## config.mk

```make
export PLATFORM = sky130hd
export DESIGN_NAME = reg_file_sb_flat
export DESIGN_NICKNAME = d
export VERILOG_FILES = /design/src/rtl/reg_file_pkg.sv /design/src/rtl/reg_file_sb_if.sv /design/src/rtl/reg_scoreboard.sv /design/src/rtl/reg_file_sb.sv /design/src/flat_wrapper.sv
export SDC_FILE = /design/constraint.sdc
export NUM_CORES = 2
export LEC_CHECK = 0
export ABC_AREA = 1
export CELL_PAD_IN_SITES_DETAIL_PLACEMENT = 1
export CELL_PAD_IN_SITES_GLOBAL_PLACEMENT = 1
export CORE_MARGIN = 4
export CORE_UTILIZATION = 46
export DETAILED_ROUTE_END_ITERATION = 8
export MAX_ROUTING_LAYER = met4
export PLACE_DENSITY_LB_ADDON = 0.1
export SYNTH_ARGS = -nofsm -noshare
export SYNTH_HDL_FRONTEND = slang
export SYNTH_SLANG_ARGS = --single-unit
```

## constraint.sdc

```tcl
create_clock -name CLK -period 3.5 [get_ports CLK]
set_clock_uncertainty 0.2 [all_clocks]
set_input_delay 0.525 -clock CLK [delete_from_list [all_inputs] [get_ports CLK]]
set_output_delay 0.525 -clock CLK [all_outputs]
set_load 0.01 [all_outputs]
```

## src/rtl/reg_file_pkg.sv

```systemverilog
// Shared widths and types for the register file and its scoreboard.
// Default geometry is 32 x 32-bit; modules override via their own parameters.
package reg_file_pkg;
    localparam int DATA_W_DEF = 32;
    localparam int ADDR_W_DEF = 5;

    typedef logic [ADDR_W_DEF-1:0] reg_addr_t;
    typedef logic [DATA_W_DEF-1:0] reg_data_t;

    localparam reg_addr_t ZERO_ADDR = '0;
endpackage

```

## src/rtl/reg_file_sb_if.sv

```systemverilog
// Decode/writeback bundle: two read ports, the commit port and the issue port.
// Master is the pipeline side; slave is the register file.
interface reg_file_sb_if
    import reg_file_pkg::*;
#(
    parameter int DATA_W = DATA_W_DEF,
    parameter int ADDR_W = ADDR_W_DEF
);
    logic [ADDR_W-1:0] RD1_ADDR;
    logic [ADDR_W-1:0] RD2_ADDR;
    logic [DATA_W-1:0] RD1_DATA;
    logic [DATA_W-1:0] RD2_DATA;
    logic              RD1_BUSY;
    logic              RD2_BUSY;
    logic              WR_EN;
    logic              WR_VALID;
    logic [ADDR_W-1:0] WR_ADDR;
    logic [DATA_W-1:0] WR_DATA;
    logic              ISSUE_EN;
    logic [ADDR_W-1:0] ISSUE_ADDR;
    logic              ISSUE_READY;
    logic [ADDR_W:0]   PEND_CNT;

    modport master (
        output RD1_ADDR, RD2_ADDR, WR_EN, WR_VALID, WR_ADDR, WR_DATA, ISSUE_EN, ISSUE_ADDR,
        input  RD1_DATA, RD2_DATA, RD1_BUSY, RD2_BUSY, ISSUE_READY, PEND_CNT
    );

    modport slave (
        input  RD1_ADDR, RD2_ADDR, WR_EN, WR_VALID, WR_ADDR, WR_DATA, ISSUE_EN, ISSUE_ADDR,
        output RD1_DATA, RD2_DATA, RD1_BUSY, RD2_BUSY, ISSUE_READY, PEND_CNT
    );
endinterface

```

## src/rtl/reg_scoreboard.sv

```systemverilog
// Per-register busy bits and pending count; busy/count update one edge after issue/commit.
// Issue to a busy register is refused (ISSUE_READY low) unless the same edge commits it.
module reg_scoreboard
    import reg_file_pkg::*;
#(
    parameter int ADDR_W = ADDR_W_DEF
)(
    input  logic                    clk,
    input  logic                    rst_n,
    input  logic                    i_commit,
    input  logic [ADDR_W-1:0]       i_commit_addr,
    input  logic                    i_issue_en,
    input  logic [ADDR_W-1:0]       i_issue_addr,
    output logic [(1<<ADDR_W)-1:0]  o_busy,
    output logic                    o_issue_ready,
    output logic [ADDR_W:0]         o_pend_cnt
);
    localparam logic [ADDR_W:0] CNT_ONE = {{ADDR_W{1'b0}}, 1'b1};

    logic [(1<<ADDR_W)-1:0] r_busy;
    logic [ADDR_W:0]        r_pend_cnt;
    logic                   w_same;
    logic                   w_issue_acc;
    logic                   w_set;
    logic                   w_clr;

    // A commit freeing the very register being issued lets the issue through: issue wins.
    assign w_same      = i_commit && (i_commit_addr == i_issue_addr);
    assign w_issue_acc = i_issue_en && (i_issue_addr != '0) && (!r_busy[i_issue_addr] || w_same);
    assign w_set       = w_issue_acc && !r_busy[i_issue_addr];
    assign w_clr       = i_commit && r_busy[i_commit_addr] && !(w_issue_acc && w_same);

    always_ff @(posedge clk or negedge rst_n) begin
        if (!rst_n) begin
            r_busy     <= '0;
            r_pend_cnt <= '0;
        end else begin
            if (i_commit)
                r_busy[i_commit_addr] <= 1'b0;
            if (w_issue_acc)
                r_busy[i_issue_addr] <= 1'b1;
            case ({w_set, w_clr})
                2'b10:   r_pend_cnt <= r_pend_cnt + CNT_ONE;
                2'b01:   r_pend_cnt <= r_pend_cnt - CNT_ONE;
                default: r_pend_cnt <= r_pend_cnt;
            endcase
        end
    end

    assign o_busy        = r_busy;
    assign o_issue_ready = !r_busy[i_issue_addr];
    assign o_pend_cnt    = r_pend_cnt;
endmodule

```

## src/rtl/reg_file_sb.sv

```systemverilog
// 2R/1W register file (x0 = 0) with write-pending scoreboard; reads combinational, writes visible next cycle.
// Decode stalls on ISSUE_READY low; REGFILE_BYPASS_EN forwards a same-cycle commit to the read ports.
module reg_file_sb
    import reg_file_pkg::*;
#(
    parameter int DATA_W = DATA_W_DEF,
    parameter int ADDR_W = ADDR_W_DEF
)(
    input  logic          CLK,
    input  logic          RESETN,
    reg_file_sb_if.slave  bus
);
    localparam int DEPTH = 1 << ADDR_W;

    logic [DATA_W-1:0] r_regs [DEPTH];
    logic              r_armed;
    logic              w_commit;
    logic              w_issue_en;
    logic [DEPTH-1:0]  w_busy;
    logic [ADDR_W-1:0] w_rd_addr [2];
    logic [DATA_W-1:0] w_rd_data [2];
    logic              w_rd_busy [2];

    // r_armed drops the first edge after reset release so a stale commit/issue cannot land.
    assign w_commit   = r_armed && bus.WR_EN && bus.WR_VALID && (bus.WR_ADDR != '0);
    assign w_issue_en = r_armed && bus.ISSUE_EN;

    always_ff @(posedge CLK or negedge RESETN) begin
        if (!RESETN) begin
            r_armed <= 1'b0;
            for (int i = 0; i < DEPTH; i++)
                r_regs[i] <= '0;
        end else begin
            r_armed <= 1'b1;
            if (w_commit)
                r_regs[bus.WR_ADDR] <= bus.WR_DATA;
        end
    end

    reg_scoreboard #(.ADDR_W(ADDR_W)) u_sb (
        .clk           (CLK),
        .rst_n         (RESETN),
        .i_commit      (w_commit),
        .i_commit_addr (bus.WR_ADDR),
        .i_issue_en    (w_issue_en),
        .i_issue_addr  (bus.ISSUE_ADDR),
        .o_busy        (w_busy),
        .o_issue_ready (bus.ISSUE_READY),
        .o_pend_cnt    (bus.PEND_CNT)
    );

    assign w_rd_addr[0] = bus.RD1_ADDR;
    assign w_rd_addr[1] = bus.RD2_ADDR;

    always_comb begin
        for (int p = 0; p < 2; p++) begin
            w_rd_data[p] = r_regs[w_rd_addr[p]];
            w_rd_busy[p] = w_busy[w_rd_addr[p]];
`ifdef REGFILE_BYPASS_EN
            if (w_commit && (bus.WR_ADDR == w_rd_addr[p])) begin
                w_rd_data[p] = bus.WR_DATA;
                w_rd_busy[p] = 1'b0;
            end
`endif
            if (w_rd_addr[p] == '0) begin
                w_rd_data[p] = '0;
                w_rd_busy[p] = 1'b0;
            end
        end
    end

    assign bus.RD1_DATA = w_rd_data[0];
    assign bus.RD2_DATA = w_rd_data[1];
    assign bus.RD1_BUSY = w_rd_busy[0];
    assign bus.RD2_BUSY = w_rd_busy[1];
endmodule

```

## src/flat_wrapper.sv

```systemverilog
// flat-port wrapper written by rule: the top's interface ports become plain ports
module reg_file_sb_flat import reg_file_pkg::*;
#(
    parameter int DATA_W = DATA_W_DEF,
    parameter int ADDR_W = ADDR_W_DEF
)
  (CLK, RESETN, bus_RD1_ADDR, bus_RD2_ADDR, bus_WR_EN, bus_WR_VALID, bus_WR_ADDR, bus_WR_DATA, bus_ISSUE_EN, bus_ISSUE_ADDR, bus_RD1_DATA, bus_RD2_DATA, bus_RD1_BUSY, bus_RD2_BUSY, bus_ISSUE_READY, bus_PEND_CNT);
  reg_file_sb_if #(.DATA_W(DATA_W), .ADDR_W(ADDR_W)) bus_i ();
  input  logic CLK;
  input  logic RESETN;
  input wire logic [$bits(bus_i.RD1_ADDR)-1:0] bus_RD1_ADDR;
  input wire logic [$bits(bus_i.RD2_ADDR)-1:0] bus_RD2_ADDR;
  input wire logic [$bits(bus_i.WR_EN)-1:0] bus_WR_EN;
  input wire logic [$bits(bus_i.WR_VALID)-1:0] bus_WR_VALID;
  input wire logic [$bits(bus_i.WR_ADDR)-1:0] bus_WR_ADDR;
  input wire logic [$bits(bus_i.WR_DATA)-1:0] bus_WR_DATA;
  input wire logic [$bits(bus_i.ISSUE_EN)-1:0] bus_ISSUE_EN;
  input wire logic [$bits(bus_i.ISSUE_ADDR)-1:0] bus_ISSUE_ADDR;
  output wire logic [$bits(bus_i.RD1_DATA)-1:0] bus_RD1_DATA;
  output wire logic [$bits(bus_i.RD2_DATA)-1:0] bus_RD2_DATA;
  output wire logic [$bits(bus_i.RD1_BUSY)-1:0] bus_RD1_BUSY;
  output wire logic [$bits(bus_i.RD2_BUSY)-1:0] bus_RD2_BUSY;
  output wire logic [$bits(bus_i.ISSUE_READY)-1:0] bus_ISSUE_READY;
  output wire logic [$bits(bus_i.PEND_CNT)-1:0] bus_PEND_CNT;
  assign bus_i.RD1_ADDR = bus_RD1_ADDR;
  assign bus_i.RD2_ADDR = bus_RD2_ADDR;
  assign bus_i.WR_EN = bus_WR_EN;
  assign bus_i.WR_VALID = bus_WR_VALID;
  assign bus_i.WR_ADDR = bus_WR_ADDR;
  assign bus_i.WR_DATA = bus_WR_DATA;
  assign bus_i.ISSUE_EN = bus_ISSUE_EN;
  assign bus_i.ISSUE_ADDR = bus_ISSUE_ADDR;
  assign bus_RD1_DATA = bus_i.RD1_DATA;
  assign bus_RD2_DATA = bus_i.RD2_DATA;
  assign bus_RD1_BUSY = bus_i.RD1_BUSY;
  assign bus_RD2_BUSY = bus_i.RD2_BUSY;
  assign bus_ISSUE_READY = bus_i.ISSUE_READY;
  assign bus_PEND_CNT = bus_i.PEND_CNT;
  reg_file_sb #(.DATA_W(DATA_W), .ADDR_W(ADDR_W)) u_core (.CLK(CLK), .RESETN(RESETN), .bus(bus_i));
endmodule
```

==> results.json <==
{
  "status": "complete, but fails checks",
  "violations": "setup timing",
  "pin_count": 130,
  "dr_total_vias": 63700,
  "yosys_warnings": 0,
  "die_area_um2": 134000,
  "die_h_um": 366,
  "fill_cells": 15800,
  "required_ns": 2.77,
  "htreeDepth": 3,
  "drtIter0Drc": 7264,
  "crit_family": "buffers and inverters",
  "cap_violations": 0,
  "crit_path_max_incr_delay_ns": 0.49,
  "drt_wl_total_mm": 271,
  "reg2reg_depth": 21,
  "cts-root-buf": "clkbuf_16",
  "dp_hpwl_mm": 161,
  "cp_num_buf_inv": 7,
  "clk_path_buf_depth": 3,
  "worstMarginPinSlew_ns": 1.08,
  "p_sw_frac": 0.305,
  "grt_pass1_vias": 64600,
  "max-slew-margin-rel": 0.279,
  "power_density_nw_per_um2": 486,
  "clockPowerShare": 0.406,
  "power_frac_seq": 0.424,
  "yosysSeqAreaShare": 0.452,
  "final_common_cell": "nand2_1",
  "final_nets": 8293,
  "cts.clk_slew.worst_paths_ns": 0.06,
  "numPortBuffers": 129,
  "wl_per_cell_um": 27.1,
  "ys_seq_elements": 1063,
  "syn_inst": 8323,
  "p_switching_mw": 10.2,
  "hold_class": "in2async",
  "grt_pass1_wl_mm": 407,
  "most-common-layout-cells": "nand2_1 (2431), o21ai_0 (1517), dfrtp_1 (1063)",
  "maxSlewViolCount": 0,
  "cp-start-kind": "input pin",
  "p_leak_nw": 31.3,
  "hold_slack_ns": 0.177,
  "r2r-end": "u_core.u_sb.o_pend_cnt[5]",
  "fp.dieW_um": 366,
  "syn_area_um2": 58800,
  "fmax_mhz": 286,
  "finalSetupViolations": 1,
  "syn_avg_cell_area_um2": 7.06,
  "postRouteAntennaNets": 0,
  "fin_ws_ns": -0.000996,
  "grt-ovfl-total": 0,
  "final_area_um2": 69300,
  "grt_max_degree": 85,
  "cpMaxStageDelayCell": "clkdlybuf4s50_1",
  "fp.coreArea_um2": 126000,
  "grt_util_all_layers": 0.411,
  "period_share": 1.00,
  "rr_startpoint": "u_core.u_sb.o_busy[8]",
  "initial_utilization": 0.466,
  "endpoint_kind": "output pin",
  "cts_made_buffers": 121,
  "row_count": 130,
  "synth_cell_type_count": 38,
  "synthesis.nets": 8386,
  "first_pass_iters": 6,
  "pwr-share-comb": 0.170,
  "place.gp.congestion": 0.914,
  "internal_power_mw": 23.4,
  "worstSetupPathType": "in2out",
  "antenna_found_initial": 8,
  "drc": 0,
  "place_area_um2": 64600,
  "cts_tree": "done",
  "final_hold_viol_count": 0,
  "drive_above_1_share": 0.0915,
  "r2r_setup_slack_ns": 0.61,
  "crit_fanout": 18,
  "vias_per_cell": 6.38,
  "cp_cell_sequence": "buf_12 > clkinv_16 > buf_16 > buf_4 > clkbuf_16 > nand2_1 > nand3_1 > nand3_1 > nand2_1 > nand2_1 > nand2_1 > o21ai_0 > nor2_1 > buf_4 > clkdlybuf4s50_1",
  "insertion_delay_ns": 0.76,
  "layout-area-overhead-vs-synth_pct": 17.8,
  "pre_cts_ws_ns": -0.254,
  "final.min_clock_period_ns": 3.50,
  "ir_worst_vdd_uv": 413,
  "path_common_cell": "nand2_1",
  "critPathArrivalTime_ns": 2.78,
  "cts.sinks": 1063
}
worst reg2reg max path, delay by kind of cell, from the launching register on:
| family | cells | cell delay [ns] |
|---|---|---|
| compound gates | 2 | 0.35 |
| buf+inv | 2 | 0.27 |
| flops | 1 | 0.40 |
| fa+ha+maj | 2 | 0.59 |
| simple gates | 15 | 0.99 |
registers in the layout, indices dropped and copies added (netlist names):
| signal | flops |
|---|---|
| u_core.r_armed | 1 |
| u_core.r_regs | 1024 |
| u_core.u_sb.o_busy | 32 |
| u_core.u_sb.o_pend_cnt | 6 |
kinds of logic after synthesis:
logic type | share of synthesized area
xor+xnor | 0.000745
compound gates | 0.202
flops | 0.452
other cells | 0.0000638
fa+ha+maj | 0.00140
simple gates | 0.276
buf+inv | 0.0674
power groups by stage:
stage / Sequential, mW / Clock, mW / Combinational, mW
2_1_floorplan: 14.1 / 0 / 3.10
3_3_place_gp: 14.4 / 0 / 5.35
3_5_place_dp: 14.4 / 0 / 5.56
4_1_cts: 14.2 / 13.7 / 5.62
5_1_grt: 14.4 / 14.3 / 6.30
6_report: 14.3 / 13.7 / 5.73
synth_stat cells, drive strengths merged:
cell / count / area (um2)
inv: 142 / 533
o22ai: 168 / 1050
clkinv: 6 / 22.5
clkbuf: 462 / 1740
and3: 1 / 6.26
o211ai: 155 / 1160
buf: 339 / 1670
nand3b: 5 / 37.5
a31oi: 1 / 6.26
o21ai: 1704 / 8530
fa: 1 / 20.0
nand2: 2464 / 9260
xnor2: 1 / 8.76
nand3: 658 / 3290
nor2: 915 / 3470
conb: 1 / 3.75
or2: 4 / 25.0
a22oi: 10 / 75.1
a21boi: 1 / 7.51
nor3: 18 / 136
o21bai: 1 / 7.51
o31ai: 23 / 173
nand4: 2 / 12.5
dfrtp: 1063 / 26600
a21oi: 169 / 846
ha: 5 / 62.6
xor2: 4 / 35.0
per-stage QoR:
stage | utilization | power [mW] | TNS (ns) | cells
floorplan | - | 17.2 | 0 | 8323
global placement | 0.512 | 19.7 | -0.451 | 9745
detailed placement | 0.512 | 20.0 | -0.614 | 9745
CTS | 0.546 | 33.6 | 0 | 9977
global route | 0.549 | 34.9 | -0.00868 | 9991
finish | 0.549 | 33.6 | -0.000996 | 9991
layer usage:
layer | part of all wire | track usage | up-vias
met1 | 0.41 | 0.534 | 32100
li1 | - | - | 27400
met2 | 0.44 | 0.628 | 3347
met5 | 0 | - | -
met3 | 0.091 | 0.0654 | 859
met4 | 0.058 | 0.206 | 0
area by class of cell:
cell class	instances	area, um2	share of cell area
antenna	4	10.0	0.000144
clock buffer	184	3700	0.0534
clock inverter	46	536	0.00773
inverter	148	631	0.00910
multi-input combinational	6311	28500	0.412
sequential	1063	26600	0.384
tap	1650	2060	0.0298
timing repair buffer	585	7210	0.104
how the worst max path moves through the flow:
| stage | depth (start not counted) | start | slack [ns] | endpoint |
|---|---|---|---|---|
| 2_1_floorplan | 18 | bus_ISSUE_ADDR[1] | 0.46 | u_core.u_sb.o_pend_cnt[5] |
| 3_3_place_gp | 23 | bus_ISSUE_ADDR[0] | -0.23 | u_core.u_sb.o_pend_cnt[5] |
| 3_5_place_dp | 23 | bus_ISSUE_ADDR[0] | -0.25 | u_core.u_sb.o_pend_cnt[5] |
| 4_1_cts | 11 | u_core.r_regs[868] | 0.0009 | bus_RD2_DATA[4] |
| 5_1_grt | 15 | bus_RD1_ADDR[0] | -0.009 | bus_RD1_DATA[20] |
| 6_report | 15 | bus_RD1_ADDR[0] | -0.001 | bus_RD1_DATA[20] |
repair_timing:
action | CTS | global route
endpoints found under the hold margin | 39 | 0
buffers inserted | 0 | 7
hold buffers | 1 | 0
setup endpoints to repair | 5 | 43
pin swaps | 0 | 9
gates cloned | 1 | 3
gates resized for setup | 6 | 68
(Power assumes the default switching activity.)
